### config.mk
export PLATFORM = sky130hd
export DESIGN_NAME = reg_xfer_arb_flat
export DESIGN_NICKNAME = d
export VERILOG_FILES = /design/src/rtl/reg_xfer_pkg.sv /design/src/rtl/reg_xfer_arb_if.sv /design/src/rtl/reg_xfer_arb_rr_arbiter.sv /design/src/rtl/reg_xfer_arb.sv /design/src/flat_wrapper.sv
export SDC_FILE = /design/constraint.sdc
export NUM_CORES = 1
export LEC_CHECK = 0
export ABC_AREA = 1
export BUFFER_PORTS_ARGS = -buffer_cell sky130_fd_sc_hd__buf_2
export CORE_MARGIN = 3
export CORE_UTILIZATION = 40
export CTS_CLUSTER_SIZE = 16
export DETAILED_ROUTE_END_ITERATION = 10
export PLACE_DENSITY_LB_ADDON = 0.1
export SYNTH_ARGS = -nofsm -noshare
export SYNTH_HDL_FRONTEND = slang
export SYNTH_SLANG_ARGS = --single-unit
### constraint.sdc
create_clock -name clk -period 1.8 [get_ports clk]
set_clock_uncertainty 0.05 [all_clocks]
set_input_delay 0.09 -clock clk [delete_from_list [all_inputs] [get_ports clk]]
set_output_delay 0.09 -clock clk [all_outputs]
set_load 0.01 [all_outputs]
### src/rtl/reg_xfer_pkg.sv
// Shared types and constants for the register-transfer bus arbiter.
// Default sizes, FSM state encoding and transfer counter width.
package reg_xfer_pkg;

    localparam int CNT_W    = 8;
    localparam int DEF_NREQ = 4;
    localparam int DEF_NREG = 4;

    typedef enum logic [1:0] {
        IDLE,
        SETUP,
        LOAD
    } state_e;

endpackage

### src/rtl/reg_xfer_arb_if.sv
// Requester/register-bank side signals of the register-transfer arbiter.
// slave: arbiter view; master: requester/bench view.
interface reg_xfer_arb_if #(
    parameter int NREQ = reg_xfer_pkg::DEF_NREQ,
    parameter int NREG = reg_xfer_pkg::DEF_NREG
);

    localparam int SW = $clog2(NREG);

    logic [NREQ-1:0]                req;
    logic [NREQ*SW-1:0]             src;
    logic [NREQ*SW-1:0]             dst;
    logic [NREQ-1:0]                ack;
    logic                           err;
    logic [SW-1:0]                  bus_sel;
    logic [NREG-1:0]                load;
    logic                           busy;
    logic [reg_xfer_pkg::CNT_W-1:0] xfer_cnt;

    modport master (
        output req, src, dst,
        input  ack, err, bus_sel, load, busy, xfer_cnt
    );

    modport slave (
        input  req, src, dst,
        output ack, err, bus_sel, load, busy, xfer_cnt
    );

endinterface

### src/rtl/reg_xfer_arb_rr_arbiter.sv
// Combinational round-robin pick: lowest requesting index at or
// above ptr, wrapping modulo NREQ.
module rr_arbiter #(
    parameter  int NREQ = 4,
    localparam int IW   = $clog2(NREQ)
) (
    input  logic [NREQ-1:0] req,
    input  logic [IW-1:0]   ptr,
    output logic [IW-1:0]   winner,
    output logic            valid
);

    int idx;

    // Scan from the far end so the nearest requester is written last.
    always_comb begin
        valid  = 1'b0;
        winner = '0;
        idx    = 0;
        for (int k = NREQ - 1; k >= 0; k--) begin
            idx = (int'(ptr) + k) % NREQ;
            if (req[IW'(idx)]) begin
                valid  = 1'b1;
                winner = IW'(idx);
            end
        end
    end

endmodule

### src/rtl/reg_xfer_arb.sv
// Round-robin arbiter/sequencer for the shared register-transfer bus.
// Optional transfer counter enabled by macro REG_XFER_CNT_EN.
module reg_xfer_arb
    import reg_xfer_pkg::*;
#(
    parameter  int NREQ = DEF_NREQ,
    parameter  int NREG = DEF_NREG,
    localparam int SW   = $clog2(NREG),
    localparam int IW   = $clog2(NREQ)
) (
    input  logic         clk,
    input  logic         rst_n,
    reg_xfer_arb_if.slave bus
);

    state_e          state_q, state_d;
    logic [IW-1:0]   ptr_q, ptr_d;
    logic [IW-1:0]   win_q, win_d;
    logic [SW-1:0]   src_q, src_d;
    logic [SW-1:0]   dst_q, dst_d;
    logic [SW-1:0]   sel_q, sel_d;
    logic [NREG-1:0] load_q, load_d;
    logic [NREQ-1:0] ack_q, ack_d;
    logic            err_q, err_d;
    logic            busy_q, busy_d;
    logic [IW-1:0]   arb_win;
    logic            arb_vld;

    rr_arbiter #(.NREQ(NREQ)) u_arb (
        .req   (bus.req),
        .ptr   (ptr_q),
        .winner(arb_win),
        .valid (arb_vld)
    );

    // Outputs are computed one state ahead so every output is a flop.
    always_comb begin
        state_d = state_q;
        ptr_d   = ptr_q;
        win_d   = win_q;
        src_d   = src_q;
        dst_d   = dst_q;
        sel_d   = sel_q;
        load_d  = '0;
        ack_d   = '0;
        err_d   = 1'b0;
        busy_d  = 1'b0;
        unique case (state_q)
            IDLE: begin
                if (arb_vld) begin
                    state_d = SETUP;
                    win_d   = arb_win;
                    src_d   = bus.src[int'(arb_win)*SW +: SW];
                    dst_d   = bus.dst[int'(arb_win)*SW +: SW];
                    sel_d   = src_d;
                    busy_d  = 1'b1;
                end
            end
            SETUP: begin
                state_d = LOAD;
                busy_d  = 1'b1;
                ack_d   = NREQ'(1) << win_q;
                if (src_q == dst_q) begin
                    err_d = 1'b1;
                end else begin
                    load_d = NREG'(1) << dst_q;
                end
            end
            LOAD: begin
                state_d = IDLE;
                ptr_d   = (win_q == IW'(NREQ - 1)) ? '0 : win_q + 1'b1;
            end
            default: state_d = IDLE;
        endcase
    end

    always_ff @(posedge clk or negedge rst_n) begin
        if (!rst_n) begin
            state_q <= IDLE;
            ptr_q   <= '0;
            win_q   <= '0;
            src_q   <= '0;
            dst_q   <= '0;
            sel_q   <= '0;
            load_q  <= '0;
            ack_q   <= '0;
            err_q   <= 1'b0;
            busy_q  <= 1'b0;
        end else begin
            state_q <= state_d;
            ptr_q   <= ptr_d;
            win_q   <= win_d;
            src_q   <= src_d;
            dst_q   <= dst_d;
            sel_q   <= sel_d;
            load_q  <= load_d;
            ack_q   <= ack_d;
            err_q   <= err_d;
            busy_q  <= busy_d;
        end
    end

    assign bus.ack     = ack_q;
    assign bus.err     = err_q;
    assign bus.bus_sel = sel_q;
    assign bus.load    = load_q;
    assign bus.busy    = busy_q;

`ifdef REG_XFER_CNT_EN
    logic [CNT_W-1:0] cnt_q;

    // Counts on entry to LOAD so the new value shows with the load pulse.
    always_ff @(posedge clk or negedge rst_n) begin
        if (!rst_n) begin
            cnt_q <= '0;
        end else if (state_q == SETUP && src_q != dst_q) begin
            cnt_q <= cnt_q + 1'b1;
        end
    end

    assign bus.xfer_cnt = cnt_q;
`else
    assign bus.xfer_cnt = '0;
`endif

endmodule

### src/flat_wrapper.sv
// flat-port wrapper written by rule: the top's interface ports become plain ports
module reg_xfer_arb_flat import reg_xfer_pkg::*;
#(
    parameter  int NREQ = DEF_NREQ,
    parameter  int NREG = DEF_NREG,
    localparam int SW   = $clog2(NREG),
    localparam int IW   = $clog2(NREQ)
)
  (clk, rst_n, bus_req, bus_src, bus_dst, bus_ack, bus_err, bus_bus_sel, bus_load, bus_busy, bus_xfer_cnt);
  reg_xfer_arb_if #(.NREQ(NREQ), .NREG(NREG)) bus_i ();
  input  logic clk;
  input  logic rst_n;
  input wire logic [$bits(bus_i.req)-1:0] bus_req;
  input wire logic [$bits(bus_i.src)-1:0] bus_src;
  input wire logic [$bits(bus_i.dst)-1:0] bus_dst;
  output wire logic [$bits(bus_i.ack)-1:0] bus_ack;
  output wire logic [$bits(bus_i.err)-1:0] bus_err;
  output wire logic [$bits(bus_i.bus_sel)-1:0] bus_bus_sel;
  output wire logic [$bits(bus_i.load)-1:0] bus_load;
  output wire logic [$bits(bus_i.busy)-1:0] bus_busy;
  output wire logic [$bits(bus_i.xfer_cnt)-1:0] bus_xfer_cnt;
  assign bus_i.req = bus_req;
  assign bus_i.src = bus_src;
  assign bus_i.dst = bus_dst;
  assign bus_ack = bus_i.ack;
  assign bus_err = bus_i.err;
  assign bus_bus_sel = bus_i.bus_sel;
  assign bus_load = bus_i.load;
  assign bus_busy = bus_i.busy;
  assign bus_xfer_cnt = bus_i.xfer_cnt;
  reg_xfer_arb #(.NREQ(NREQ), .NREG(NREG)) u_core (.clk(clk), .rst_n(rst_n), .bus(bus_i));
endmodule
# After elaboration in Yosys (flattened, before gate mapping)
# Index checks and enable logic that the tools add are counted.
# word_totals
reg_bits	20
latchBits	0
ram_bits	0
romBits	0
in_bits	22
elab_cells	58
memories	0
# classes
n_addsub	4
multipliers	0
n_div	0
n_lt_le_gt_ge	4
n_eq_ne	5
shift	4
n_mux	30
bitwise_logic	0
reduce_logical	2
# op_table
operator	count
$lt A2 B4 Y1 const B	4
$shiftx A8 B4 Y2	2
$mux W1	15
$mux W2	6
$mux W4	3
$bmux W1 S2	4
$shl A1 B2 Y4 const A	2
$add A2 B1 Y2 const B	2
$add A2 B2 Y2 const B	2
$eq A2 B2 Y1 const B	2
$pmux W2 S2	1
$eq A2 B1 Y1 const B	1
$eq A2 B2 Y1	1
$logic_not A2 Y1	1
$ne A2 B1 Y1 const B	1
$pmux W1 S2	1
$reduce_and A2 Y1	1

# Logic depth before layout (Yosys ltp)
# Gate-level depths: netlist of run 1.
# logic_depth
depth_word	10
depth_mapped	15
mapped_depth_nobuf	14

# Hierarchy
# From an unflattened synthesis of run 1, not the netlist that was laid out.
# unflattened
hier_cells	176
area_unflattened_um2	1300.0
# modules_own_cells
mod	n_inst	cells_per_inst	area_each_um2
reg_xfer_arb	1	132	1084.8
rr_arbiter	1	44	215.2

# Worst setup path before layout of run 1
# Ideal clock, no wire load.
# synth_path
path_type	register to register
from	register u_core.ptr_q[0]
to	register u_core.dst_q[1]
setup_time_ns	0.115
t_arrival_ns	1.373
slack_ns	0.262
stages_incl_launch_ff	12
n_path_buf	1
period_less_slack_ns	1.538
path_cell_list	dfrtp_1 -> buf_6 -> xnor2_1 -> nand2_1 -> nand3_2 -> nand3_2 -> nand2_4 -> inv_2 -> nand2_1 -> nand2_1 -> nor2_1 -> nor2_1
# synth_between
elab_chain_len	9
elab_cells_between_ends	25
# synth_lines
item	line_no	source
start: declaration	reg_xfer_arb.sv:17	logic [IW-1:0] ptr_q, ptr_d;
start signal: assignment	reg_xfer_arb.sv:91	ptr_q <= ptr_d;
$add A2 B2 Y2	reg_xfer_arb_rr_arbiter.sv:21	idx = (int'(ptr) + k) % NREQ;
$bmux W1 S2	reg_xfer_arb_rr_arbiter.sv:22	if (req[IW'(idx)]) begin
$mux W1 (implied by the code) (2 in a row)	reg_xfer_arb_rr_arbiter.sv:22	
$mux W2 or $mux W1 (tied branches) (4 in a row)	reg_xfer_arb_rr_arbiter.sv:22	
$shiftx A8 B4 Y2 or $reduce_and A2 Y1 (tied branches)	-	
end signal: assignment	reg_xfer_arb.sv:94	dst_q <= dst_d;
end: declaration	reg_xfer_arb.sv:20	logic [SW-1:0] dst_q, dst_d;
# Several ways; a longest one is shown, not always the timed one. The select of a mux whose other input is x is not followed.
# A chain may end at the register's enable or synchronous reset.

# Worst setup path in the final report of run 1
# Ends and elaborated chain as after synthesis.

==> flow_summary.yaml, run 1 <==
grt:
  grt_pass1_wl_um: 4040
  grt_max_degree: 21
  track_usage: 0.144
  grt_overflow: 0
  antenna_found_initial: 0
  grt_pass1_vias: 1012
sta:
  hold_viol_final: 0
  maxSlewViolCount: 0
  layout_min_cycle_time_ps: 1720
  setup_violations: 0
  finalCritPeriodShare: 0.954
  rsz0062_at_grt: "true"
  fmax_mhz: 582
  setup_slack_ps: 82.2
setup_path:
  cpMostUsedCell: "nand2_1"
  critical_path.cell_chain: "buf_12 -> nand2_1 -> nand3_1 -> nand2_2 -> nand3_2 -> nand2_2 -> nand2_4 -> nand2_4 -> inv_4 -> nand2_1 -> nand2_1 -> nor2_1 -> nor2_1"
  cp_max_fo: 7
  critical_path.max_stage_delay_ps: 440
  critical_path_buf_inv_count: 2
  endpoint_kind: "flop"
  critPathKind: "flop to flop"
  rr_worst_depth: 13
  critPathTopFamily: "simple AND/OR/NAND/NOR gates"
  start_kind: "flop"
  worstPathRequired_ps: 1950
  crit_cells: 13
  slowest_stage: "dfrtp_2"
  critical_path_arrival_ps: 1860
detailed_routing:
  avgViaCountPerCell: 4.71
  post_drt_wl_per_cell_um: 10.8
  met1_length_um: 1090
  totalWireLength_um: 2560
  routed.top_layer: "met4"
  vias: 1111
  route.detailed.drc: 0
  dr_wl_met3_um: 130
  wl_met2_um: 1290
  drt_iter0_drc: 16
  postRouteAntennaNets: 0
  first_pass_iters: 3
outcome:
  outcome: "finished, final reports clean"
finish:
  drive_gt1_frac: 0.346
  fin_area_um2: 1550
  diodes: 0
  area_growth_pct: 26.3
  nets: 232
clock_tree:
  cts.path.max_buffers: 2
  cts_buffers: 3
  cts_tree: "yes"
  cts_sinks: 20
  clkTransAtPathRegs_ps: 120
  cts_root_buf: "clkbuf_4"
  htree_levels: 1
  clk_latency_ps: 300
synth:
  synth_top_cell_area_share: 0.408
  syn-instance-count: 165
  synth_seq_cells: 20
  synthTopCellsByArea: "dfrtp_1 (41%), nand2_1 (13%), nand3_1 (9.4%), inv_1 (6.7%), nor2_1 (5.2%)"
  synth-edff-count: 0
  synth_top_area_cell: "dfrtp_1"
  syn_area_per_cell_um2: 7.44
  ys.flop_type: "dfrtp_1"
  async_reset_ff_frac: 1.00
  ys_seq_area_frac: 0.408
  yosys.cell_count.top_type: "nand2_1"
  synthTopCellsByCount: "nand2_1 (42), nand3_1 (23), inv_1 (22), dfrtp_1 (20), nor2_1 (17)"
  syn_area_um2: 1230
  ys_warn_count: 0
  synthDistinctLibCells: 20
place:
  pre_cts_ws_ps: -42.3
  dpl.hpwl_um: 1940
  gp_congestion: 0.813
  io_buffer_count: 33
  post_dp_cell_area_um2: 1380
run:
  drv_cap: 0
floorplanning:
  pin_count: 42
  die_w_um: 61.4
  die_y_um: 61.4
  start_util: 0.434
  rows: 19
  die_area_um2: 3770
  core_area_um2: 2830
power_and_ir_drop:
  power_density_nw_per_um2: 1920
  p_leak_nw: 0.901
  ir_worst_vdd_mv: 0.905
hold_path:
  min_path_cells: 5
  min_path_type: "input port to flop"
## placed cells by master (no fill, tap or decap)
cell type,count
nand2_1,38
buf_2,33
inv_1,21
nand3_1,20
dfrtp_1,18
nor2_1,17
nand2_2,8
conb_1,8
inv_2,4
o21ai_0,4
nand3_2,4
ha_1,4
nand2_4,3
clkbuf_4,3
inv_4,2
nand3_4,2
buf_4,2
dfrtp_2,2
xnor2_4,1
o21ai_2,1
a31oi_1,1
xnor2_1,1
nor2_2,1
nor2_4,1
a21oi_1,1
clkbuf_8,1
dlygate4sd3_1,1
buf_6,1
buf_12,1
clkbuf_2,1
## report_power, final
group	internal (mW)	switching, mW
sequential	0.640	0.136
combinational	0.749	1.19
clock	0.123	0.136
## worst paths after layout
check                                start                 end  slack, ps
setup / recovery           u_core.ptr_q[0]     u_core.dst_q[1]         80
setup reg to reg           u_core.ptr_q[0]     u_core.dst_q[1]         80
hold reg to reg            u_core.dst_q[0]  u_core.bus.load[0]        470
max in group asynchronous            rst_n     u_core.ptr_q[1]       1190
hold / removal                  bus_src[0]     u_core.src_q[0]         60
min in group asynchronous            rst_n   u_core.bus.ack[3]        190
## routing by layer
| metal | vias to the layer above | GRT usage |
|---|---|---|
| li1 | 569 | - |
| met1 | 508 | 0.171 |
| met4 | 0 | 0.0818 |
| met2 | 30 | 0.249 |
| met5 | - | 0 |
| met3 | 4 | 0.0189 |
## state kept, by name (all words and copies together), names as in the netlist
name             flops
u_core.bus.ack       4
u_core.win_q         2
u_core.bus.load      4
u_core.state_q       2
u_core.bus.busy      1
u_core.ptr_q         2
u_core.src_q         2
u_core.dst_q         2
u_core.bus.err       1
## cells by family after synthesis
kind of cell,count (synthesis),share of synthesized area
other,1,0.00306
buffers and inverters,37,0.152
AOI/OAI and AO/OA,7,0.0296
xor gates and xnor gates,2,0.0143
and+or+nand+nor,94,0.353
adders and majority gates,4,0.0408
DFF,20,0.408
## cell type report
class / instances / area [um2]
Fill cell: 287 / 1280
Multi-Input combinational cell: 115 / 639
Sequential cell: 20 / 503
Timing Repair Buffer: 39 / 226
Inverter: 27 / 106
Tap cell: 31 / 38.8
Clock buffer: 4 / 36.3
## timing repair
item                                   in CTS  in global routing
hold buffers                                1                  0
gates resized for setup                     2                 17
endpoints found under the hold margin      20                  0
setup endpoints to repair                   4                  5
setup buffers                               0                  4
pin swaps                                   0                  3
## tightest hold or removal path, stage by stage
cell	delay [ps]
buf_2	70
nand2_1	50
nand2_1	50
nor2_1	30
nor2_1	70
## per-stage QoR
stage | power (mW) | TNS [ps] | hold slack (ps) | util | instances
after floorplan | 2.06 | 0 | -256 | - | 172
after global placement | 2.36 | -1.68 | 4.73 | 0.489 | 227
after detailed placement | 2.38 | -73.6 | 5.43 | 0.489 | 227
after CTS | 2.68 | 0 | 56.2 | 0.508 | 232
after global routing | 3.29 | -82.5 | 88.4 | 0.548 | 236
final | 2.98 | 0 | 57.8 | 0.548 | 236
(Power assumes the default switching activity.)
==> run 2: changes to the inputs <==
--- a/config.mk
+++ b/config.mk
@@ -5,7 +5,6 @@
 export SDC_FILE = /design/constraint.sdc
 export NUM_CORES = 1
 export LEC_CHECK = 0
-export ABC_AREA = 1
 export BUFFER_PORTS_ARGS = -buffer_cell sky130_fd_sc_hd__buf_2
 export CORE_MARGIN = 3
 export CORE_UTILIZATION = 40
==> run 2 against run 1 <==
Utilization up 2.7 points. Clock power is 19% lower. Maximum frequency fell by 3.9%. Combinational power decreased by 49%. Sequential power hardly changed. Clock-buffer cell count fell by 1. Die area down 13%. Global-route usage shrank 1.3 points. First-iteration DRC count shrank 56%. Sequential share of layout area increased by 4.7 points. Via count down 26%. Critical path depth is 8 lower.
==> flow_summary.yaml, run 2 <==
outcome:
  outcome: "finished, final reports clean"
finish:
  fin_area_um2: 1350
  diodes: 0
  final_cells: 168
  mostFrequentLayoutCells: "buf_2 (33), dfrtp_1 (20), nand2_1 (10), inv_1 (8), conb_1 (8)"
  final_util: 0.575
  nets: 168
  drive_gt1_frac: 0.393
  layout_commonest_cell: "buf_2"
  area_growth_pct: 28.2
setup_path:
  critPathTopFamily: "multiplexers"
  critical_path.cell_chain: "mux2_4 -> o221ai_4 -> buf_12 -> mux2_4 -> o31a_1"
  critical_path_arrival_ps: 1930
  critical_path.max_stage_delay_ps: 440
  r2r_slack_ps: 10
  rr_worst_depth: 5
  endpoint_kind: "flop"
  cp_max_fo: 7
  worstReg2RegStart: "u_core.ptr_q[1]"
  critPathKind: "flop to flop"
  crit_start: "u_core.ptr_q[1]"
  cpMostUsedCell: "mux2_4"
  crit_cells: 5
  start_kind: "flop"
  critPathCapture: "u_core.src_q[0]"
  slowest_stage: "dfrtp_1"
  critical_path_buf_inv_count: 1
  worstPathRequired_ps: 1940
  timing.rr.end: "u_core.src_q[0]"
run:
  drv_cap: 0
floorplanning:
  die_y_um: 57.2
  die_area_um2: 3280
  pin_count: 42
  start_util: 0.449
  die_w_um: 57.2
  rows: 17
  core_area_um2: 2340
grt:
  antenna_found_initial: 0
  grt_overflow: 0
  grt_pass1_vias: 791
  track_usage: 0.131
  grt_max_degree: 21
  grt_pass1_wl_um: 3450
detailed_routing:
  vias: 822
  first_pass_iters: 2
  totalWireLength_um: 2110
  route.detailed.drc: 0
  drt_iter0_drc: 7
  avgViaCountPerCell: 4.89
  postRouteAntennaNets: 0
  post_drt_wl_per_cell_um: 12.6
power_and_ir_drop:
  combinationalPowerShare: 0.501
  seqPwrFrac: 0.393
  ir_worst_vdd_mv: 0.691
  sw_frac_of_total: 0.392
  power_mw: 1.98
  power_density_nw_per_um2: 1470
  p_leak_nw: 0.722
  clock_power_share: 0.106
  internal_power_mw: 1.20
  power_switching_mw: 0.775
synth:
  synth_seq_cells: 20
  synth_top_area_cell: "dfrtp_1"
  synthDistinctLibCells: 31
  syn_area_per_cell_um2: 10.7
  syn_area_um2: 1050
  synthTopCellsByCount: "dfrtp_1 (20), nand2_1 (10), buf_4 (8), inv_1 (8)"
  syn-instance-count: 98
  synth_top_cell_area_share: 0.477
  yosys.cell_count.top_type: "dfrtp_1"
  async_reset_ff_frac: 1.00
  ys_warn_count: 0
  ys.flop_type: "dfrtp_1"
  ys_seq_area_frac: 0.477
  synthTopCellsByArea: "dfrtp_1 (48%), buf_4 (5.7%), mux2_2 (5.4%), ha_1 (4.8%), mux2i_1 (4.8%)"
  synth-edff-count: 0
clock_tree:
  cts_buffers: 3
  cts.path.max_buffers: 2
  clk_latency_ps: 290
  cts_sinks: 20
  clkTransAtPathRegs_ps: 120
  cts_tree: "yes"
  cts_root_buf: "clkbuf_4"
  htree_levels: 1
sta:
  hold_viol_final: 0
  layout_min_cycle_time_ps: 1790
  setup_violations: 0
  finalCritPeriodShare: 0.993
  fmax_mhz: 559
  setup_slack_ps: 11.9
  maxSlewViolCount: 0
  rsz0062_at_grt: "true"
hold_path:
  min_path_type: "input port to flop"
place:
  dp_cells: 160
  gp_congestion: 0.806
  post_dp_cell_area_um2: 1240
  io_buffer_count: 33
  dpl.hpwl_um: 1600
  pre_cts_ws_ps: -66.8
-- run 2: power by group through the flow --
stage | clock network, mW | registers, mW | logic, mW
3_5_place_dp | 0 | 0.796 | 0.842
4_1_cts | 0.211 | 0.774 | 0.919
3_3_place_gp | 0 | 0.781 | 0.827
2_1_floorplan | 0 | 0.806 | 0.569
6_report | 0.209 | 0.778 | 0.991
5_1_grt | 0.236 | 0.808 | 1.10
-- run 2: per-stage QoR --
step | setup TNS, ps | hold WS, ps
detailed placement | -175 | 13.1
CTS | -0.978 | 82.4
global placement | -6.90 | 8.72
finish | 0 | 70.8
floorplan | -5.48 | -256
global route | -250 | 86.8
-- run 2: cells by family after synthesis --
logic type,count (synthesis),share of synthesized area
buffers and inverters,17,0.0965
flip-flops,20,0.477
XOR/XNOR,2,0.0167
other,1,0.00357
AND/OR/NAND/NOR,27,0.129
AO/OA/AOI/OAI,17,0.129
adder cells (fa/ha/maj),4,0.0477
multiplexers,10,0.101
-- run 2: worst min-delay path by stage --
stage	startpoint	end	slack [ps]	cells after the start
after floorplan	rst_n	u_core.bus.ack[0]	-260	0
after global placement	rst_n	u_core.bus.ack[0]	9	1
after detailed placement	rst_n	u_core.bus.ack[1]	10	1
after CTS	bus_src[3]	u_core.src_q[1]	80	3
after global routing	bus_src[6]	u_core.src_q[0]	90	3
final	bus_src[3]	u_core.src_q[1]	70	3
-- run 2: what timing repair did --
item                                    4_1_cts  5_1_grt
hold buffers                                  1        0
pin swaps                                     2        1
endpoints found under the setup margin        4        4
hold endpoints to repair                     20        0
buffers inserted                              3        1
resized for setup                             3        5
-- run 2: worst min-delay path, cell delays in order --
cell and delay [ps]:
buf_2 80, mux2i_1 60, o221ai_1 160
-- run 2: final cells by class --
class                      instances  area (um2)
inverter                           8        30.0
fill                             234         993
tap                               28        35.0
sequential                        20         500
clock buffer                       3        22.5
timing repair buffer              41         248
multi-input combinational         68         510
-- run 2: layer usage --
metal / share of wire / global-route usage / routed length (um)
met1: 0.44 / 0.172 / 925
met5: 0 / 0 / 0
met4: 0.0090 / 0.0497 / 19
met2: 0.49 / 0.219 / 1040
met3: 0.062 / 0.0158 / 132
